File: src/rtl/pio_gen_pkg.sv
`default_nettype none
// ============================================================================
//  Module      : pio_gen_pkg
//  Description : Register map and parameter encodings for the pio_gen GPIO.
//  Revision    : 1.0  initial release
// ============================================================================
package pio_gen_pkg;

    localparam logic [2:0] ADDR_DATA = 3'd0;
    localparam logic [2:0] ADDR_DIR  = 3'd1;
    localparam logic [2:0] ADDR_MASK = 3'd2;
    localparam logic [2:0] ADDR_EDGE = 3'd3;
    localparam logic [2:0] ADDR_SET  = 3'd4;
    localparam logic [2:0] ADDR_CLR  = 3'd5;

    localparam int EDGE_RISE = 0;
    localparam int EDGE_FALL = 1;
    localparam int EDGE_ANY  = 2;

    localparam int IRQ_LEVEL = 0;
    localparam int IRQ_EDGE  = 1;

endpackage
`default_nettype wire

File: src/rtl/pio_in_sync.sv
`default_nettype none
// ============================================================================
//  Module      : pio_in_sync
//  Description : WIDTH-wide two-flop synchroniser for asynchronous pin inputs.
//  Revision    : 1.0  initial release
// ============================================================================
module pio_in_sync #(
    parameter int WIDTH = 8
) (
    input  logic             clk,
    input  logic             reset_n,
    input  logic [WIDTH-1:0] i_async,
    output logic [WIDTH-1:0] o_sync
);

    logic [WIDTH-1:0] r_meta_q;
    logic [WIDTH-1:0] r_sync_q;
    logic [WIDTH-1:0] w_meta_d;
    logic [WIDTH-1:0] w_sync_d;

    always_comb begin
        w_meta_d = i_async;
        w_sync_d = r_meta_q;
    end

    always_ff @(posedge clk or negedge reset_n) begin
        if (!reset_n) begin
            r_meta_q <= '0;
            r_sync_q <= '0;
        end else begin
            r_meta_q <= w_meta_d;
            r_sync_q <= w_sync_d;
        end
    end

    assign o_sync = r_sync_q;

endmodule
`default_nettype wire

File: src/rtl/pio_gen.sv
`default_nettype none
// ============================================================================
//  Module      : pio_gen
//  Description : Avalon-MM GPIO port with direction, edge capture and irq.
//  Revision    : 1.0  initial release
// ============================================================================
module pio_gen
    import pio_gen_pkg::*;
#(
    parameter int          WIDTH       = 8,
    parameter logic [31:0] RESET_VALUE = 32'h0,
    parameter int          EDGE_TYPE   = 0,
    parameter int          IRQ_TYPE    = 1
) (
    input  logic             clk,
    input  logic             reset_n,
    input  logic [2:0]       address,
    input  logic             chipselect,
    input  logic             write_n,
    input  logic [31:0]      writedata,
    output logic [31:0]      readdata,
    input  logic [WIDTH-1:0] in_port,
    output logic [WIDTH-1:0] out_port,
    output logic [WIDTH-1:0] oe_port,
    output logic             irq
);

    logic [WIDTH-1:0] w_sync_in;
    logic [WIDTH-1:0] r_sync_prev_q;
    logic [WIDTH-1:0] r_dout_q;
    logic [WIDTH-1:0] r_dir_q;
    logic [WIDTH-1:0] r_mask_q;
    logic [WIDTH-1:0] r_edge_q;

    logic [WIDTH-1:0] w_sync_prev_d;
    logic [WIDTH-1:0] w_dout_d;
    logic [WIDTH-1:0] w_dir_d;
    logic [WIDTH-1:0] w_mask_d;
    logic [WIDTH-1:0] w_edge_d;
    logic [WIDTH-1:0] w_edge_clr;
    logic [WIDTH-1:0] w_det;
    logic [WIDTH-1:0] w_wd;
    logic             w_wr;
    logic             w_unused_wd;

    pio_in_sync #(
        .WIDTH   (WIDTH)
    ) u_in_sync (
        .clk     (clk),
        .reset_n (reset_n),
        .i_async (in_port),
        .o_sync  (w_sync_in)
    );

    assign w_unused_wd = ^writedata;

    always_comb begin
        w_wr          = chipselect & ~write_n;
        w_wd          = writedata[WIDTH-1:0];
        w_sync_prev_d = w_sync_in;

        if (EDGE_TYPE == EDGE_RISE) begin
            w_det = w_sync_in & ~r_sync_prev_q;
        end else if (EDGE_TYPE == EDGE_FALL) begin
            w_det = ~w_sync_in & r_sync_prev_q;
        end else begin
            w_det = w_sync_in ^ r_sync_prev_q;
        end

        w_dout_d   = r_dout_q;
        w_dir_d    = r_dir_q;
        w_mask_d   = r_mask_q;
        w_edge_clr = '0;
        if (w_wr) begin
            case (address)
                ADDR_DATA: w_dout_d   = w_wd;
                ADDR_DIR:  w_dir_d    = w_wd;
                ADDR_MASK: w_mask_d   = w_wd;
                ADDR_EDGE: w_edge_clr = w_wd;
                ADDR_SET:  w_dout_d   = r_dout_q | w_wd;
                ADDR_CLR:  w_dout_d   = r_dout_q & ~w_wd;
                default:   ;
            endcase
        end
        // A fresh edge overrides a same-cycle clear so no event is lost.
        w_edge_d = (r_edge_q & ~w_edge_clr) | w_det;
    end

    always_ff @(posedge clk or negedge reset_n) begin
        if (!reset_n) begin
            r_sync_prev_q <= '0;
            r_dout_q      <= RESET_VALUE[WIDTH-1:0];
            r_dir_q       <= '0;
            r_mask_q      <= '0;
            r_edge_q      <= '0;
        end else begin
            r_sync_prev_q <= w_sync_prev_d;
            r_dout_q      <= w_dout_d;
            r_dir_q       <= w_dir_d;
            r_mask_q      <= w_mask_d;
            r_edge_q      <= w_edge_d;
        end
    end

    always_comb begin
        readdata = '0;
        case (address)
            ADDR_DATA: readdata[WIDTH-1:0] = (r_dout_q & r_dir_q) | (w_sync_in & ~r_dir_q);
            ADDR_DIR:  readdata[WIDTH-1:0] = r_dir_q;
            ADDR_MASK: readdata[WIDTH-1:0] = r_mask_q;
            ADDR_EDGE: readdata[WIDTH-1:0] = r_edge_q;
            default:   readdata = '0;
        endcase

        if (IRQ_TYPE == IRQ_EDGE) begin
            irq = |(r_edge_q & r_mask_q);
        end else begin
            irq = |(w_sync_in & r_mask_q & ~r_dir_q);
        end
    end

    assign out_port = r_dout_q;
    assign oe_port  = r_dir_q;

endmodule
`default_nettype wire

File: config.mk
export PLATFORM = sky130hd
export DESIGN_NAME = pio_gen
export DESIGN_NICKNAME = d
export VERILOG_FILES = /design/src/rtl/pio_gen_pkg.sv /design/src/rtl/pio_in_sync.sv /design/src/rtl/pio_gen.sv
export SDC_FILE = /design/constraint.sdc
export NUM_CORES = 1
export LEC_CHECK = 0
export BUFFER_PORTS_ARGS = -buffer_cell sky130_fd_sc_hd__buf_4
export CAP_MARGIN = 25
export CORE_UTILIZATION = 51
export CTS_BUF_LIST = sky130_fd_sc_hd__clkbuf_2
export CTS_CLUSTER_SIZE = 12
export DETAILED_ROUTE_END_ITERATION = 6
export GPL_ROUTABILITY_DRIVEN = 0
export GPL_TIMING_DRIVEN = 0
export PLACE_DENSITY = 0.88
export SLEW_MARGIN = 25
export SYNTH_ARGS = -nofsm -noshare
export SYNTH_HDL_FRONTEND = slang
export SYNTH_SLANG_ARGS = --single-unit
File: constraint.sdc
create_clock -name clk -period 1.3 [get_ports clk]
set_clock_uncertainty 0.2 [all_clocks]
set_input_delay 0.13 -clock clk [delete_from_list [all_inputs] [get_ports clk]]
set_output_delay 0.13 -clock clk [all_outputs]
set_load 0.1 [all_outputs]
# After elaboration in Yosys (flattened, before gate mapping)
# Cells that the tools add are included.
[totals] inputBits=47 ff_bits=56 elab_cells=37 output_inout_bits=49
[op_classes] eq_ne=5 n_reduce_logical=6 muxes=4 n_bitwise=15
[op_table] operator="$and A8 B8 Y8" count=6
[op_table] operator="$not A8 Y8" count=4
[op_table] operator="$pmux W8 S4" count=1
[op_table] operator="$or A8 B8 Y8" count=3
[op_table] operator="$pmux W8 S3" count=1
[op_table] operator="$mux W8" count=2
[op_table] operator="$reduce_or A8 Y1" count=1
[op_table] operator="$eq A3 B2 Y1 const B" count=2
[op_table] operator="$eq A3 B3 Y1 const B" count=2
[op_table] operator="$reduce_and A2 Y1" count=3
[op_table] operator="$eq A3 B1 Y1 const B" count=1
[op_table] operator="$logic_not A3 Y1" count=1
[op_table] operator="$reduce_bool A3 Y1" count=1
[op_table] operator="$and A1 B1 Y1" count=1
[op_table] operator="$not A1 Y1" count=1

# Depth between registers and ports, before layout
# Gate-level depths: netlist of the first run.
[depth] ltp_word=6 ltp_mapped=6 depth_no_buf=3

# Cells and area by module
# Synthesis of the first run repeated with hierarchy kept, for this count alone.
[unflattened] cells_unflattened=221 hier_area_um2=2553.7
[modules_own_cells] module="pio_gen" cells_per_inst=205 n_inst=1 area_per_inst_um2=2153.3 seq_area_each_um2=1001.0
[modules_own_cells] module="pio_in_sync" cells_per_inst=16 n_inst=1 area_per_inst_um2=400.4 seq_area_each_um2=400.4

# Worst setup path after synthesis of the first run
# Ideal clock, no wire load.
[synth_path] kind="register to output" from="register r_dir_q[0] (netlist: oe_port[0])" to="output port readdata[0]" path_slack_ps=-1924 path_stages_with_launch=3 n_path_buf=0 required_time_ps=970 arrival_ps=2894 cell_sequence="dfrtp_1 -> or3_1 -> a31oi_1"
[synth_between] elab_chain_cells=4 elab_cells_between_ends=5 cone_classes="mux (1); bitwise (4)"
[synth_lines] item="start: declaration" line_no="pio_gen.sv:31" text="logic [WIDTH-1:0] r_dir_q;"
[synth_lines] item="start signal: assignment" line_no="pio_gen.sv:99" text="r_dir_q <= w_dir_d;"
[synth_lines] item="$not A8 Y8"
[synth_lines] item="$and A8 B8 Y8" line_no="pio_gen.sv:108" text="ADDR_DATA: readdata[WIDTH-1:0] = (r_dout_q & r_dir_q) | (w_sync_in & ~r_dir_q);"
[synth_lines] item="$or A8 B8 Y8" line_no="pio_gen.sv:108"
[synth_lines] item="$pmux W8 S4 *" line_no="pio_gen.sv:107" text="case (address)"
[synth_lines] item="end: declaration" line_no="pio_gen.sv:21" text="output logic [31:0] readdata,"
# Every way passes the cells marked *; elsewhere a longest branch is shown, timed or not.

# Worst setup path after layout of the first run
[layout_path] from="register r_dir_q[7] (netlist: oe_port[7])" to="output port readdata[7]"
# Same word-level chain as after synthesis.

==> results of run 1 <==
[per-layer routing]
metal	GRT usage [%]	vias to the layer above	share of wire (%)
met4	9.40	0	2.2
li1	-	939	-
met1	32.7	1049	38
met3	5.49	15	7.7
met2	46.8	123	52
met5	0	-	0
[kinds of logic after synthesis]
| group | after synthesis |
|---|---|
| DFF | 56 |
| buffers and inverters | 42 |
| AOI/OAI and AO/OA | 53 |
| and+or+nand+nor | 36 |
| other | 1 |
| muxes | 27 |
[worst reg2reg max path: stages (launching register included)]
cell	delay, ns
dfrtp_4	0.56
buf_6	0.13
buf_6	0.12
mux2_4	0.26
[layout make-up]
class | instances | area (µm²) | share of cell area (%)
Sequential cell | 56 | 1460 | 36.1
Multi-Input combinational cell | 140 | 1160 | 28.8
Timing Repair Buffer | 80 | 1010 | 25.0
Buffer | 32 | 248 | 6.13
Tap cell | 67 | 83.8 | 2.07
Inverter | 10 | 38.8 | 0.959
Clock buffer | 5 | 25.0 | 0.619
Clock inverter | 3 | 13.8 | 0.340
[where the power goes]
part           internal (mW)  switching [mW]
Clock                  0.121           0.555
Sequential              1.99           0.190
Combinational           1.09            1.70
[registers in the layout (all words and copies together), names as in the netlist]
register / flops
out_port: 8
u_in_sync.r_meta_q: 8
r_mask_q: 8
r_sync_prev_q: 8
r_edge_q: 8
oe_port: 8
u_in_sync.o_sync: 8
[stage by stage]
step | cell area, µm² | power [mW] | hold slack [ns]
finish | 4040 | 5.65 | -0.0509
global route | 4040 | 5.81 | -0.0696
CTS | 3910 | 5.41 | -0.0498
detailed placement | 3300 | 4.26 | 0.0222
global placement | 3300 | 4.22 | 0.0188
floorplan | 2870 | 3.87 | -0.366
[cell usage after synthesis (4+ instances only)]
master   instances  area share [%]
dfrtp_1         56              54
buf_6            4             1.7
and3_1           8             1.9
mux2_2          12             5.2
o21ai_0         25             4.8
or3_1            5             1.2
a221o_1          8             3.1
buf_4           25             7.2
inv_1            9             1.3
a22oi_1          4             1.2
mux2i_1          7             2.7
mux2_4           8             4.6
a31oi_1          4            0.96
nand2_1         16             2.3
[worst max-delay path by stage]
stage	slack (ns)	end	start
6_report	-0.80	readdata[7]	oe_port[7]$_DFFE_PN0P_
5_1_grt	-0.86	readdata[7]	oe_port[7]$_DFFE_PN0P_
4_1_cts	-0.79	readdata[7]	oe_port[7]$_DFFE_PN0P_
3_5_place_dp	-0.44	readdata[0]	address[0]
3_3_place_gp	-0.42	readdata[0]	address[0]
2_1_floorplan	-0.83	readdata[7]	oe_port[7]$_DFFE_PN0P_
[what timing repair did]
item | 4_1_cts | 5_1_grt
pin swaps | 8 | 2
gates resized for setup | 85 | 20
endpoints found under the hold margin | 96 | 8
setup endpoints to repair | 25 | 27
setup buffers | 7 | 11
cloned | 0 | 0
==> flow_summary.yaml, run 1 <==
cells_and_area:
  syn_to_final_growth_pct: 55.5
  mostFrequentLayoutCell: "buf_4"
  fillers: 251
  layout.nets: 372
  stdcell_count: 393
  drive_above_1_share_pct: 50.0
  layout_common_cells: "48 x buf_4, 40 x dfrtp_1, 25 x buf_12"
  post-route-util_pct: 83.9
  n_antenna_cell: 0
yosys:
  synth-adder-area-share_pct: 0
  netlist_area_um2: 2600
  synth_mux_area_share_pct: 12.5
  synth-simple-area-share_pct: 9.14
  synth_seq_cells: 56
  ys_seq_area_share_pct: 53.9
  synth_top_family_by_area: "compound AO/OA/AOI/OAI gates"
  ys_async_sr_fraction_pct: 100
  syn_area_per_cell_um2: 12.1
  syn_inst: 215
  synth-edff-count: 0
  ys_warn_count: 0
  ys.flop_type: "dfrtp_1"
  synth_compound_area_share_pct: 13.4
  synth_xor_xnor_area_share_pct: 0
  ys_types: 29
critical_path:
  rr_startpoint: "oe_port[1]$_DFFE_PN0P_"
  crit_fanout: 2
  critPathBufInv: 1
  cpPeakStageDelay_ns: 0.56
  worstSetupEndpointType: "output pin"
  reg2reg_to: "oe_port[1]$_DFFE_PN0P_"
  cp_num_cells: 3
  slowest_stage: "dfrtp_4"
  reg2reg_depth: 3
  path_delay_family: "flip-flops"
  worstSetupStartpointType: "register"
  crit_chain: "o311a_4 -> a211oi_4 -> buf_12"
  required_ns: 0.97
  reg2reg_slack_ns: -0.03
  crit_type: "register to output pin"
  cp.arrival_ns: 1.77
routing:
  dr.pass1.iters: 4
  wirelength_um: 7140
  drt_iter0_drc: 220
  num_vias: 2126
  ant_nets: 0
  drc: 0
  via_per_inst: 5.41
  wire_per_inst_um: 18.2
timing:
  slew_viol_final: 0
  hold-worst-slack_ns: -0.0509
  fin_crit_sh_pct: 162
  worst_slew_pin_slew_ns: 0.706
  finalCriticalPeriod_ns: 2.10
  setup-tns-final_ns: -11.20
  rsz0062_at_grt: "true"
  fmax_mhz: 476
  final-hold-violation-count: 8
  setup_ws_ns: -0.803
  slew_headroom_pct: 52.9
  finalSetupViolCount: 28
floorplan:
  die_w_um: 73.4
  io_pins: 96
  rows: 25
  dieHeight_um: 73.4
  die-area_um2: 5390
  start_util_pct: 54.0
  core_area_um2: 4820
placed_design:
  io_buffers: 46
  post-place-ws_ns: -0.444
  dp_hpwl_um: 3850
  placed_cells: 351
clock_tree:
  cts_tree: "built"
  clock_latency_ns: 0.46
  clock-root-buffer: "clkbuf_2"
  htreeDepth: 2
  cts.path.max_buffers: 2
  numClockSinks: 56
  numCtsBuffers: 5
  clkTransAtPathRegs_ns: 0.29
  cts_hold_buf: 18
global_routing:
  antenna_found_initial: 0
  grt_usage_pct: 26.7
  grt_max_degree: 57
  grt_overflow: 0
  grt_pass1_wl_um: 10600
  grt_pass1_vias: 2093
job:
  drv.max_cap_violation_count: 0
power_and_ir_drop:
  p_per_area_nw_per_um2: 1400
  power.leakage_nw: 1.84
  irDropWorstVdd_mv: 0.944
run_status:
  failed_checks: "negative hold slack, negative setup slack"
  outcome: "complete, but fails checks"
min_path:
  min_to: "out_port[2]$_DFFE_PN0P_"
  worstHoldPathCells: 3
  hp-class: "input port to register"
  hp-start: "address[0]"
(Power assumes the default switching activity.)
==> run 2, diff against run 1 <==
- RECOVER_POWER: not set -> 100
==> flow_summary.yaml, run 2 (synthesis gave the netlist of run 1 again) <==
run_status:
  outcome: "complete, but fails checks"
  failed_checks: "negative hold slack, negative setup slack"
clock_tree:
  cts.path.max_buffers: 2
  htreeDepth: 2
  clkTransAtPathRegs_ns: 0.28
  numCtsBuffers: 5
  clock-root-buffer: "clkbuf_2"
  clock_latency_ns: 0.46
  numClockSinks: 56
  cts_hold_buf: 18
  cts_tree: "built"
floorplan:
  rows: 25
  start_util_pct: 54.0
  die-area_um2: 5390
  io_pins: 96
  core_area_um2: 4820
  dieHeight_um: 73.4
  die_w_um: 73.4
timing:
  fmax_mhz: 477
  rsz0062_at_grt: "true"
  setup_ws_ns: -0.796
  finalSetupViolCount: 29
  worst_slew_pin_slew_ns: 0.762
  slew_headroom_pct: 49.2
  final-hold-violation-count: 8
  slew_viol_final: 0
  fin_crit_sh_pct: 161
  hold-worst-slack_ns: -0.0500
  finalCriticalPeriod_ns: 2.10
cells_and_area:
  n_antenna_cell: 0
  syn_to_final_growth_pct: 53.3
  layout_common_cells: "40 x dfrtp_1, 35 x buf_4, 25 x buf_12"
  stdcell_count: 393
  drive_above_1_share_pct: 46.6
  layout.nets: 372
  mostFrequentLayoutCell: "dfrtp_1"
routing:
  num_vias: 2113
  drt_iter0_drc: 171
  ant_nets: 0
  wire_per_inst_um: 18.1
  wirelength_um: 7120
  via_per_inst: 5.38
  dr.pass1.iters: 5
  drc: 0
global_routing:
  grt_overflow: 0
  grt_usage_pct: 26.7
  grt_max_degree: 57
  grt_pass1_wl_um: 10600
  antenna_found_initial: 0
  grt_pass1_vias: 2093
power_and_ir_drop:
  irDropWorstVdd_mv: 0.891
  power.leakage_nw: 1.80
  p_per_area_nw_per_um2: 1400
placed_design:
  placed_cells: 351
  io_buffers: 46
  dp_hpwl_um: 3850
critical_path:
  cp.arrival_ns: 1.77
  crit_type: "register to output pin"
  required_ns: 0.97
  worstSetupEndpointType: "output pin"
  cp-startpoint: "oe_port[7]$_DFFE_PN0P_"
  reg2reg_slack_ns: -0.04
  reg2reg_to: "oe_port[1]$_DFFE_PN0P_"
  reg2reg_depth: 3
  rr_startpoint: "oe_port[1]$_DFFE_PN0P_"
  crit_fanout: 2
  worstSetupStartpointType: "register"
job:
  drv.max_cap_violation_count: 0
min_path:
  hp-class: "input port to register"
  min_to: "out_port[2]$_DFFE_PN0P_"
  hp-start: "address[0]"
  worstHoldPathCells: 3
[run 2: cell type report]
class	count	area, µm²
tap	67	83.8
buffer	32	241
fill	262	828
timing repair buffer	80	985
clock buffer	5	25.0
sequential	56	1460
clock inverter	3	13.8
multi-input combinational	140	1140
inverter	10	38.8
[run 2: routing by layer]
| metal | global-route usage (%) | vias to the layer above | share of wire [%] |
|---|---|---|---|
| li1 | - | 938 | - |
| met3 | 5.49 | 21 | 8.1 |
| met4 | 9.40 | 0 | 2.7 |
| met5 | 0 | - | 0 |
| met1 | 32.7 | 1029 | 38 |
| met2 | 46.8 | 125 | 52 |
[run 2: how the worst max path moves through the flow]
stage,end,cells past startpoint
floorplan,readdata[7],2
global placement,readdata[0],6
detailed placement,readdata[0],6
CTS,readdata[7],3
global route,readdata[7],3
finish,readdata[7],3
[run 2: timing repair]
item	in CTS	in global routing
setup buffers	7	11
setup endpoints to repair	25	27
endpoints found under the hold margin	96	8
pin swaps	8	2
gates cloned	0	0
resized for setup	85	20
[run 2: critical path, stage by stage, from the launching register on]
cell      delay (ns)
dfrtp_4         0.55
o311a_4         0.33
a211oi_4        0.21
buf_12          0.21
[run 2: stage by stage]
step | utilization (%) | instance area (µm²) | power (mW) | setup TNS, ns | setup WS (ns)
2_1_floorplan | - | 2870 | 3.87 | -5.94 | -0.828
3_3_place_gp | 68.4 | 3300 | 4.22 | -7.24 | -0.422
3_5_place_dp | 68.4 | 3300 | 4.26 | -8.22 | -0.444
4_1_cts | 81.2 | 3910 | 5.41 | -10.25 | -0.791
5_1_grt | 82.8 | 3990 | 5.75 | -12.52 | -0.860
6_report | 82.8 | 3990 | 5.58 | -11.21 | -0.796
[run 2: report_power, final]
group / switching [mW] / total, mW / leakage [nW] / internal, mW
registers: 0.185 / 2.17 / 0.615 / 1.99
clock network: 0.549 / 0.670 / 0.0302 / 0.121
logic: 1.70 / 2.74 / 1.15 / 1.04
